===== src/rtl/forward_hazard_unit_if.sv =====
// Stage-2 decode inputs, EX zero flag, and the forwarding/hazard outputs
// exchanged between the pipeline datapath and forward_hazard_unit.
interface forward_hazard_unit_if #(
    parameter int unsigned CNT_W = 16
);
    logic [4:0]       rs1_2;
    logic [4:0]       rs2_2;
    logic [4:0]       rd_2;
    logic             RegWrite_2;
    logic             MemRead_2;
    logic             Branch_2;
    logic             use_imm_2;
    logic             zero;
    logic [1:0]       Sel_A;
    logic [1:0]       Sel_B;
    logic             Stall_2;
    logic             Flush_3;
    logic [CNT_W-1:0] stall_cnt;
    logic [CNT_W-1:0] flush_cnt;

    modport master (
        output rs1_2, rs2_2, rd_2, RegWrite_2, MemRead_2, Branch_2, use_imm_2, zero,
        input  Sel_A, Sel_B, Stall_2, Flush_3, stall_cnt, flush_cnt
    );

    modport slave (
        input  rs1_2, rs2_2, rd_2, RegWrite_2, MemRead_2, Branch_2, use_imm_2, zero,
        output Sel_A, Sel_B, Stall_2, Flush_3, stall_cnt, flush_cnt
    );
endinterface


===== src/rtl/forward_hazard_unit.sv =====
// Operand-forwarding select, load-use stall and taken-branch flush for the
// 5-stage pipeline, with saturating stall/flush event counters.
module forward_hazard_unit #(
    parameter int unsigned CNT_W = 16
) (
    input logic                  clk,
    input logic                  rst_n,
    forward_hazard_unit_if.slave hz_if
);
    localparam int unsigned REG_W = 5;
    localparam int unsigned SEL_W = 2;

    localparam logic [SEL_W-1:0] SEL_RF  = SEL_W'(0);
    localparam logic [SEL_W-1:0] SEL_MEM = SEL_W'(1);
    localparam logic [SEL_W-1:0] SEL_WB  = SEL_W'(2);
    localparam logic [SEL_W-1:0] SEL_IMM = SEL_W'(3);

    // Only EX and MEM producers feed the forward muxes; WB contents are never consulted.
    logic [REG_W-1:0] rd_3_q, rd_3_d;
    logic             regwrite_3_q, regwrite_3_d;
    logic             memread_3_q, memread_3_d;
    logic             branch_3_q, branch_3_d;
    logic [REG_W-1:0] rd_4_q, rd_4_d;
    logic             regwrite_4_q, regwrite_4_d;
    logic [SEL_W-1:0] sel_a_q, sel_a_d;
    logic [SEL_W-1:0] sel_b_q, sel_b_d;
    logic [CNT_W-1:0] stall_cnt_q, stall_cnt_d;
    logic [CNT_W-1:0] flush_cnt_q, flush_cnt_d;

    logic flush_c;
    logic load_use_c;
    logic stall_c;
    logic bubble_c;

    // Newest producer first: EX now means MEM next cycle, MEM now means WB next cycle.
    function automatic logic [SEL_W-1:0] fwd_sel(
        input logic [REG_W-1:0] rs,
        input logic             rw3,
        input logic [REG_W-1:0] rd3,
        input logic             rw4,
        input logic [REG_W-1:0] rd4
    );
        logic [SEL_W-1:0] sel;
        sel = SEL_RF;
        if (rs == '0)                 sel = SEL_RF;
        else if (rw3 && (rd3 == rs))  sel = SEL_MEM;
        else if (rw4 && (rd4 == rs))  sel = SEL_WB;
        return sel;
    endfunction

    // Hazard and flush decode; flush wins since the stalled instruction is wrong-path.
    always_comb begin
        flush_c    = branch_3_q & hz_if.zero;
        load_use_c = memread_3_q && (rd_3_q != '0) &&
                     ((rd_3_q == hz_if.rs1_2) || ((rd_3_q == hz_if.rs2_2) && !hz_if.use_imm_2));
        stall_c    = load_use_c & ~flush_c;
        bubble_c   = stall_c | flush_c;
    end

    always_comb begin
        rd_3_d       = hz_if.rd_2;
        regwrite_3_d = hz_if.RegWrite_2;
        memread_3_d  = hz_if.MemRead_2;
        branch_3_d   = hz_if.Branch_2;
        sel_a_d      = fwd_sel(hz_if.rs1_2, regwrite_3_q, rd_3_q, regwrite_4_q, rd_4_q);
        sel_b_d      = hz_if.use_imm_2 ? SEL_IMM
                     : fwd_sel(hz_if.rs2_2, regwrite_3_q, rd_3_q, regwrite_4_q, rd_4_q);
        rd_4_d       = rd_3_q;
        regwrite_4_d = regwrite_3_q;
        stall_cnt_d  = stall_cnt_q;
        flush_cnt_d  = flush_cnt_q;

        if (bubble_c) begin
            rd_3_d       = '0;
            regwrite_3_d = 1'b0;
            memread_3_d  = 1'b0;
            branch_3_d   = 1'b0;
            sel_a_d      = SEL_RF;
            sel_b_d      = SEL_RF;
        end

        if (stall_c && (stall_cnt_q != '1)) stall_cnt_d = stall_cnt_q + CNT_W'(1);
        if (flush_c && (flush_cnt_q != '1)) flush_cnt_d = flush_cnt_q + CNT_W'(1);
    end

    always_ff @(posedge clk or negedge rst_n) begin
        if (!rst_n) begin
            rd_3_q       <= '0;
            regwrite_3_q <= 1'b0;
            memread_3_q  <= 1'b0;
            branch_3_q   <= 1'b0;
            rd_4_q       <= '0;
            regwrite_4_q <= 1'b0;
            sel_a_q      <= SEL_RF;
            sel_b_q      <= SEL_RF;
            stall_cnt_q  <= '0;
            flush_cnt_q  <= '0;
        end else begin
            rd_3_q       <= rd_3_d;
            regwrite_3_q <= regwrite_3_d;
            memread_3_q  <= memread_3_d;
            branch_3_q   <= branch_3_d;
            rd_4_q       <= rd_4_d;
            regwrite_4_q <= regwrite_4_d;
            sel_a_q      <= sel_a_d;
            sel_b_q      <= sel_b_d;
            stall_cnt_q  <= stall_cnt_d;
            flush_cnt_q  <= flush_cnt_d;
        end
    end

    assign hz_if.Sel_A     = sel_a_q;
    assign hz_if.Sel_B     = sel_b_q;
    assign hz_if.Stall_2   = stall_c;
    assign hz_if.Flush_3   = flush_c;
    assign hz_if.stall_cnt = stall_cnt_q;
    assign hz_if.flush_cnt = flush_cnt_q;
endmodule


===== src/flat_wrapper.sv =====
// flat-port wrapper written by rule: the top's interface ports become plain ports
module forward_hazard_unit_flat 
#(
    parameter int unsigned CNT_W = 16
)
  (clk, rst_n, hz_if_rs1_2, hz_if_rs2_2, hz_if_rd_2, hz_if_RegWrite_2, hz_if_MemRead_2, hz_if_Branch_2, hz_if_use_imm_2, hz_if_zero, hz_if_Sel_A, hz_if_Sel_B, hz_if_Stall_2, hz_if_Flush_3, hz_if_stall_cnt, hz_if_flush_cnt);
  forward_hazard_unit_if #(.CNT_W(CNT_W)) hz_if_i ();
  input logic clk;
  input logic rst_n;
  input wire logic [$bits(hz_if_i.rs1_2)-1:0] hz_if_rs1_2;
  input wire logic [$bits(hz_if_i.rs2_2)-1:0] hz_if_rs2_2;
  input wire logic [$bits(hz_if_i.rd_2)-1:0] hz_if_rd_2;
  input wire logic [$bits(hz_if_i.RegWrite_2)-1:0] hz_if_RegWrite_2;
  input wire logic [$bits(hz_if_i.MemRead_2)-1:0] hz_if_MemRead_2;
  input wire logic [$bits(hz_if_i.Branch_2)-1:0] hz_if_Branch_2;
  input wire logic [$bits(hz_if_i.use_imm_2)-1:0] hz_if_use_imm_2;
  input wire logic [$bits(hz_if_i.zero)-1:0] hz_if_zero;
  output wire logic [$bits(hz_if_i.Sel_A)-1:0] hz_if_Sel_A;
  output wire logic [$bits(hz_if_i.Sel_B)-1:0] hz_if_Sel_B;
  output wire logic [$bits(hz_if_i.Stall_2)-1:0] hz_if_Stall_2;
  output wire logic [$bits(hz_if_i.Flush_3)-1:0] hz_if_Flush_3;
  output wire logic [$bits(hz_if_i.stall_cnt)-1:0] hz_if_stall_cnt;
  output wire logic [$bits(hz_if_i.flush_cnt)-1:0] hz_if_flush_cnt;
  assign hz_if_i.rs1_2 = hz_if_rs1_2;
  assign hz_if_i.rs2_2 = hz_if_rs2_2;
  assign hz_if_i.rd_2 = hz_if_rd_2;
  assign hz_if_i.RegWrite_2 = hz_if_RegWrite_2;
  assign hz_if_i.MemRead_2 = hz_if_MemRead_2;
  assign hz_if_i.Branch_2 = hz_if_Branch_2;
  assign hz_if_i.use_imm_2 = hz_if_use_imm_2;
  assign hz_if_i.zero = hz_if_zero;
  assign hz_if_Sel_A = hz_if_i.Sel_A;
  assign hz_if_Sel_B = hz_if_i.Sel_B;
  assign hz_if_Stall_2 = hz_if_i.Stall_2;
  assign hz_if_Flush_3 = hz_if_i.Flush_3;
  assign hz_if_stall_cnt = hz_if_i.stall_cnt;
  assign hz_if_flush_cnt = hz_if_i.flush_cnt;
  forward_hazard_unit #(.CNT_W(CNT_W)) u_core (.clk(clk), .rst_n(rst_n), .hz_if(hz_if_i));
endmodule

===== config.mk =====
export PLATFORM = sky130hd
export DESIGN_NAME = forward_hazard_unit_flat
export DESIGN_NICKNAME = d
export VERILOG_FILES = /design/src/rtl/forward_hazard_unit_if.sv /design/src/rtl/forward_hazard_unit.sv /design/src/flat_wrapper.sv
export SDC_FILE = /design/constraint.sdc
export NUM_CORES = 1
export LEC_CHECK = 0
export ABC_AREA = 1
export CAP_MARGIN = 20
export CORE_MARGIN = 5
export CORE_UTILIZATION = 48
export CTS_BUF_LIST = sky130_fd_sc_hd__clkbuf_4
export DETAILED_ROUTE_END_ITERATION = 10
export HOLD_SLACK_MARGIN = 0.12
export PLACE_DENSITY = 0.8
export SYNTH_ARGS = -nofsm -noshare
export SYNTH_HDL_FRONTEND = slang
export SYNTH_SLANG_ARGS = --single-unit

===== constraint.sdc =====
create_clock -name clk -period 2.2 [get_ports clk]
set_clock_uncertainty 0.1 [all_clocks]
set_input_delay 0.33 -clock clk [delete_from_list [all_inputs] [get_ports clk]]
set_output_delay 0.33 -clock clk [all_outputs]
set_load 0.01 [all_outputs]

Yosys cells after proc, flatten, opt, wreduce, memory -nomap -nowiden
Index checks and enable logic that the tools add are counted.
Storage, ports and cells
  bits in registers: 50
  output and inout port bits: 38
  bits of input ports: 22
  logic and storage cells: 49
Operators by class
  bitwise operators: 4
  multiplexer cells: 13
  $add $sub $neg: 2
  reduce and logical (&&, ||, !) cells: 14
  eq/ne operators: 6
Operator list (number)
  adder 16 x 1 -> 16 bit (second input constant): 2
  inequality test 16 bit (second input constant): 2
  == test 5 bit: 4
  two-way mux 2 bit: 9
  zero test 5 bit: 2
  logical AND 1 bit: 9
  two-way mux 5 bit: 1
  nonzero test 5 bit: 1
  two-way mux 1 bit: 3
  bitwise AND 1 bit: 2
  zero test 1 bit: 1
  logical OR 1 bit: 1
  NOT 1 bit: 1
  OR 1 bit: 1

Depth between registers and ports, before layout
  word-level depth: 7
  depth in mapped cells: 11
  gate-level depth less buffers: 11

Worst setup path after synthesis
Ideal clock, no wire load.
  path kind: register -> register
  from: register u_core.flush_cnt_q[0] (netlist: u_core.hz_if.flush_cnt[0])
  to: register u_core.flush_cnt_q[4] (netlist: u_core.hz_if.flush_cnt[4])
  required time: 1971 ps
  slack: 527 ps
  path buffers: 0
  library setup time: 129 ps
  stages on the path, launching flop included: 10
  data arrival time: 1444 ps
  path through: dfrtp_1 -> ha_1 -> nand2_1 -> nor2_2 -> nand2_1 -> nor2_2 -> nand2_1 -> nand2_2 -> nor2_1 -> xor2_1
Between the ends
  longest elaborated chain between the ends: 2
RTL lines
  start, declared: line forward_hazard_unit.sv:28  | logic [CNT_W-1:0] flush_cnt_q, flush_cnt_d;
  start signal, assigned: line forward_hazard_unit.sv:108  | flush_cnt_q <= flush_cnt_d;
  parallel branches: the longest is 2 deep, another holds adder 16 x 1 -> 16 bit
Parallel ways; which one is timed is not known.
A chain may end at the register's enable or synchronous reset.

Worst setup path in the final report
  from: input port hz_if_rs1_2[0]
  to: output port hz_if_Stall_2
Between the ends
  longest elaborated chain between the ends: 4
RTL lines
  start, declared: line flat_wrapper.sv:10  | input wire logic [$bits(hz_if_i.rs1_2)-1:0] hz_if_rs1_2;
  == test 5 bit: line forward_hazard_unit.sv:55  | ((rd_3_q == hz_if.rs1_2) || ((rd_3_q == hz_if.rs2_2) && !hz_if.use_imm_2));
  logical OR 1 bit: line forward_hazard_unit.sv:55
  logical AND 1 bit: line forward_hazard_unit.sv:54  | load_use_c = memread_3_q && (rd_3_q != '0) &&
  bitwise AND 1 bit: line forward_hazard_unit.sv:56  | stall_c = load_use_c & ~flush_c;
  end, declared: line flat_wrapper.sv:20  | output wire logic [$bits(hz_if_i.Stall_2)-1:0] hz_if_Stall_2;
No other way between the ends.

==> flow_summary_export.csv <==
group,metric,value,unit
timing,drv_slew,0,
clock_tree,cts_setup_buffers,0,
synthesis,synth.avg_cell_area,7.989,sq um
timing,finalSetupViolCount,0,
clock_tree,path_clk_slew,0.15,ns
synthesis,synth_edf_count,0,
setup_path,critical_path_class,"in2out",
floorplanning,rows,28,
synthesis,synth_cell_type_count,34,
timing,fin_setup_tns,0,ns
synthesis,ys_seq_elements,50,
timing,hold_viol,0,
detailed_routing,drt-initial-drc-count,155,
floorplanning,io_pins,60,
global_route,grt_pass1_wl,11.74,mm
synthesis,synth_nets,390,
timing,period_needed,2.094,ns
detailed_routing,firstDrtPassIters,4,
pwr,vdd_drop_max,0.5499,mV
floorplanning,fp.dieH,88.05,microns
hold_path,min_path_type,"in2async",
timing,worst_slew_pin_slew,0.4638,ns
floorplanning,die_w,88.05,microns
clock_tree,root_buffer,"clkbuf_4",
cells_and_area,antenna_cells,0,
detailed_routing,drt_wl_total,6.902,mm
synthesis,ys.flop_type,"dfrtp_1",
detailed_routing,routed_via_density,5.051,
detailed_routing,wl_met2,3.422,mm
job,drv_cap,0,
detailed_routing,ant_nets,0,
synthesis,seq_area_frac_synth,42.79,%
global_route,gr-total-overflow,0,
setup_path,crit_required,1.77,ns
floorplanning,die_area,7753,sq um
detailed_routing,wl_per_cell,13.12,microns
clock_tree,clkSinkCount,50,
global_route,track_usage,19.17,%
global_route,grt_max_degree,22,
cells_and_area,finalNonFillerCells,526,
placement,gp_congestion,0.9486,
cells_and_area,fin_nets,474,
timing,final.period_utilization,95.19,%
setup_path,startpoint_type,"input port",
placement,hpwl,5.266,mm
clock_tree,htreeDepth,2,
global_route,antenna_found_initial,0,
synthesis,synth.cell_area,2924,sq um
timing,slew_headroom,69.08,%
setup_path,cp_max_fo,2,
clock_tree,clk-insertion-delay-late,0.36,ns
floorplanning,start_util,49.39,%
placement,place_inst,517,
detailed_routing,drc,0,
clock_tree,clk_path_buf_depth,2,
cells_and_area,final_cell_mix,"nand2_1, clkdlybuf4s50_1, dfrtp_1",
detailed_routing,vias,2657,
synthesis,yosys_warnings,0,
placement,io_buffers,59,
detailed_routing,dr_wl_met3,359,microns
setup_path,critPathArrivalTime,1.66,ns
cells_and_area,final_common_cell,"nand2_1",
setup_path,worst_setup_path_end_kind,"primary output",
pwr,leakage,1.834,nW
pwr,power-per-cell-area,627.8,nW/um^2
detailed_routing,wl_met1,3.068,mm
detailed_routing,routed.top_layer,"met4",
clock_tree,cts-buffers-inserted,5,
synthesis,synthArstFlopShare,100.0,%
status,outcome,"finished clean",
cells_and_area,drive_above_1_share,15.74,%
floorplanning,core_area,5921,sq um
clock_tree,cts_tree,"built",
cells_and_area,area_delta_synth_final,32.86,%
timing,fmax,477.5,MHz
synthesis,synthCells,366,
global_route,grt_pass1_vias,2645,
[registers in the layout (all words and copies together), names as in the netlist]
register / cells
u_core.regwrite_4_q: 1
u_core.hz_if.flush_cnt: 16
u_core.memread_3_q: 1
u_core.rd_3_q: 5
u_core.rd_4_q: 5
u_core.hz_if.Sel_A: 2
u_core.regwrite_3_q: 1
u_core.hz_if.stall_cnt: 16
u_core.branch_3_q: 1
u_core.hz_if.Sel_B: 2
[worst paths after layout]
path                                            from  depth (start not counted)                    endpoint  slack (ns)
hold reg to reg                     u_core.rd_3_q[2]                          0            u_core.rd_4_q[2]        0.37
hold / removal                                 rst_n                          2  u_core.hz_if.stall_cnt[11]        0.32
setup / recovery                      hz_if_rs1_2[0]                          8               hz_if_Stall_2        0.11
min in group clk                       hz_if_rd_2[2]                          3            u_core.rd_3_q[2]        0.36
max in group asynchronous                      rst_n                          3  u_core.hz_if.flush_cnt[14]        1.05
setup reg to reg           u_core.hz_if.flush_cnt[0]                          9   u_core.hz_if.flush_cnt[6]        0.27
[Yosys cell counts, types with 3 or more instances]
master	n	area, sq um
o21ai_1	4	20.02
nand4_4	3	63.81
dfrtp_1	50	1251
buf_2	4	20.02
nand4_1	23	143.9
a21oi_1	3	15.01
xnor2_1	14	122.6
nand3_1	15	75.07
nor2_2	7	43.79
inv_1	40	150.1
nor3_1	8	40.04
xor2_1	18	157.7
o21ai_0	6	30.03
nand2_1	107	401.6
nor2_1	36	135.1
nand2_2	3	18.77
[worst max-delay path, cell delays in order]
cell             delay (ns)
clkdlybuf4s50_1        0.49
xor2_2                 0.21
nor2_2                 0.17
nand3_4                0.10
nand2_4                0.08
nand2_4                0.06
nor2_4                 0.11
buf_6                  0.11
[power breakdown]
group          total (W)  leakage, nW  switching (W)  internal [W]
logic           0.000725         1.15       0.000361      0.000364
clock network   0.000534       0.0450       0.000298      0.000236
registers        0.00118        0.642       0.000141       0.00104
[stage by stage]
| stage | hold slack, ns | cell area (sq um) | worst slack, ns | util, % | power, W |
|---|---|---|---|---|---|
| floorplan | -0.06559 | 2924 | 0.5274 | - | 0.001522 |
| global placement | 0.1968 | 3746 | -0.3090 | 63.27 | 0.001891 |
| detailed placement | 0.2032 | 3746 | -0.3222 | 63.27 | 0.001908 |
| CTS | 0.3285 | 3844 | 0.07937 | 64.92 | 0.002443 |
| global route | 0.3447 | 3885 | -0.004741 | 65.62 | 0.002591 |
| finish | 0.3205 | 3885 | 0.1058 | 65.62 | 0.002439 |
[per-layer routing]
layer,track usage (%),up-vias
met2,32.05,60
met3,4.421,6
met1,25.34,1257
met4,4.670,0
li1,-,1334
met5,0,-
[what timing repair did]
action | 4_1_cts | 5_1_grt
hold buffers | 1 | 0
hold endpoints to repair | 18 | 0
pin swaps | 1 | 8
setup endpoints to repair | 1 | 1
resized for setup | 6 | 14
[cells by family (layout without fill, tap and decap cells)]
kind of cell | after synthesis | count (layout) | share of synthesized area, %
AOI/OAI and AO/OA | 18 | 18 | 4.108
xor gates and xnor gates | 32 | 32 | 9.585
adders and majority gates | 2 | 2 | 0.8557
buffers and inverters | 49 | 134 | 7.103
DFF | 50 | 50 | 42.79
and+or+nand+nor | 215 | 215 | 35.56
[area by class of cell]
cell class	instances	area, sq um
Clock inverter	3	40.04
Multi-Input combinational cell	267	1505
Fill cell	485	2036
Clock buffer	5	37.54
Sequential cell	50	1256
Tap cell	75	93.84
Inverter	42	157.7
Timing Repair Buffer	84	794.5
(Power assumes the default switching activity.)
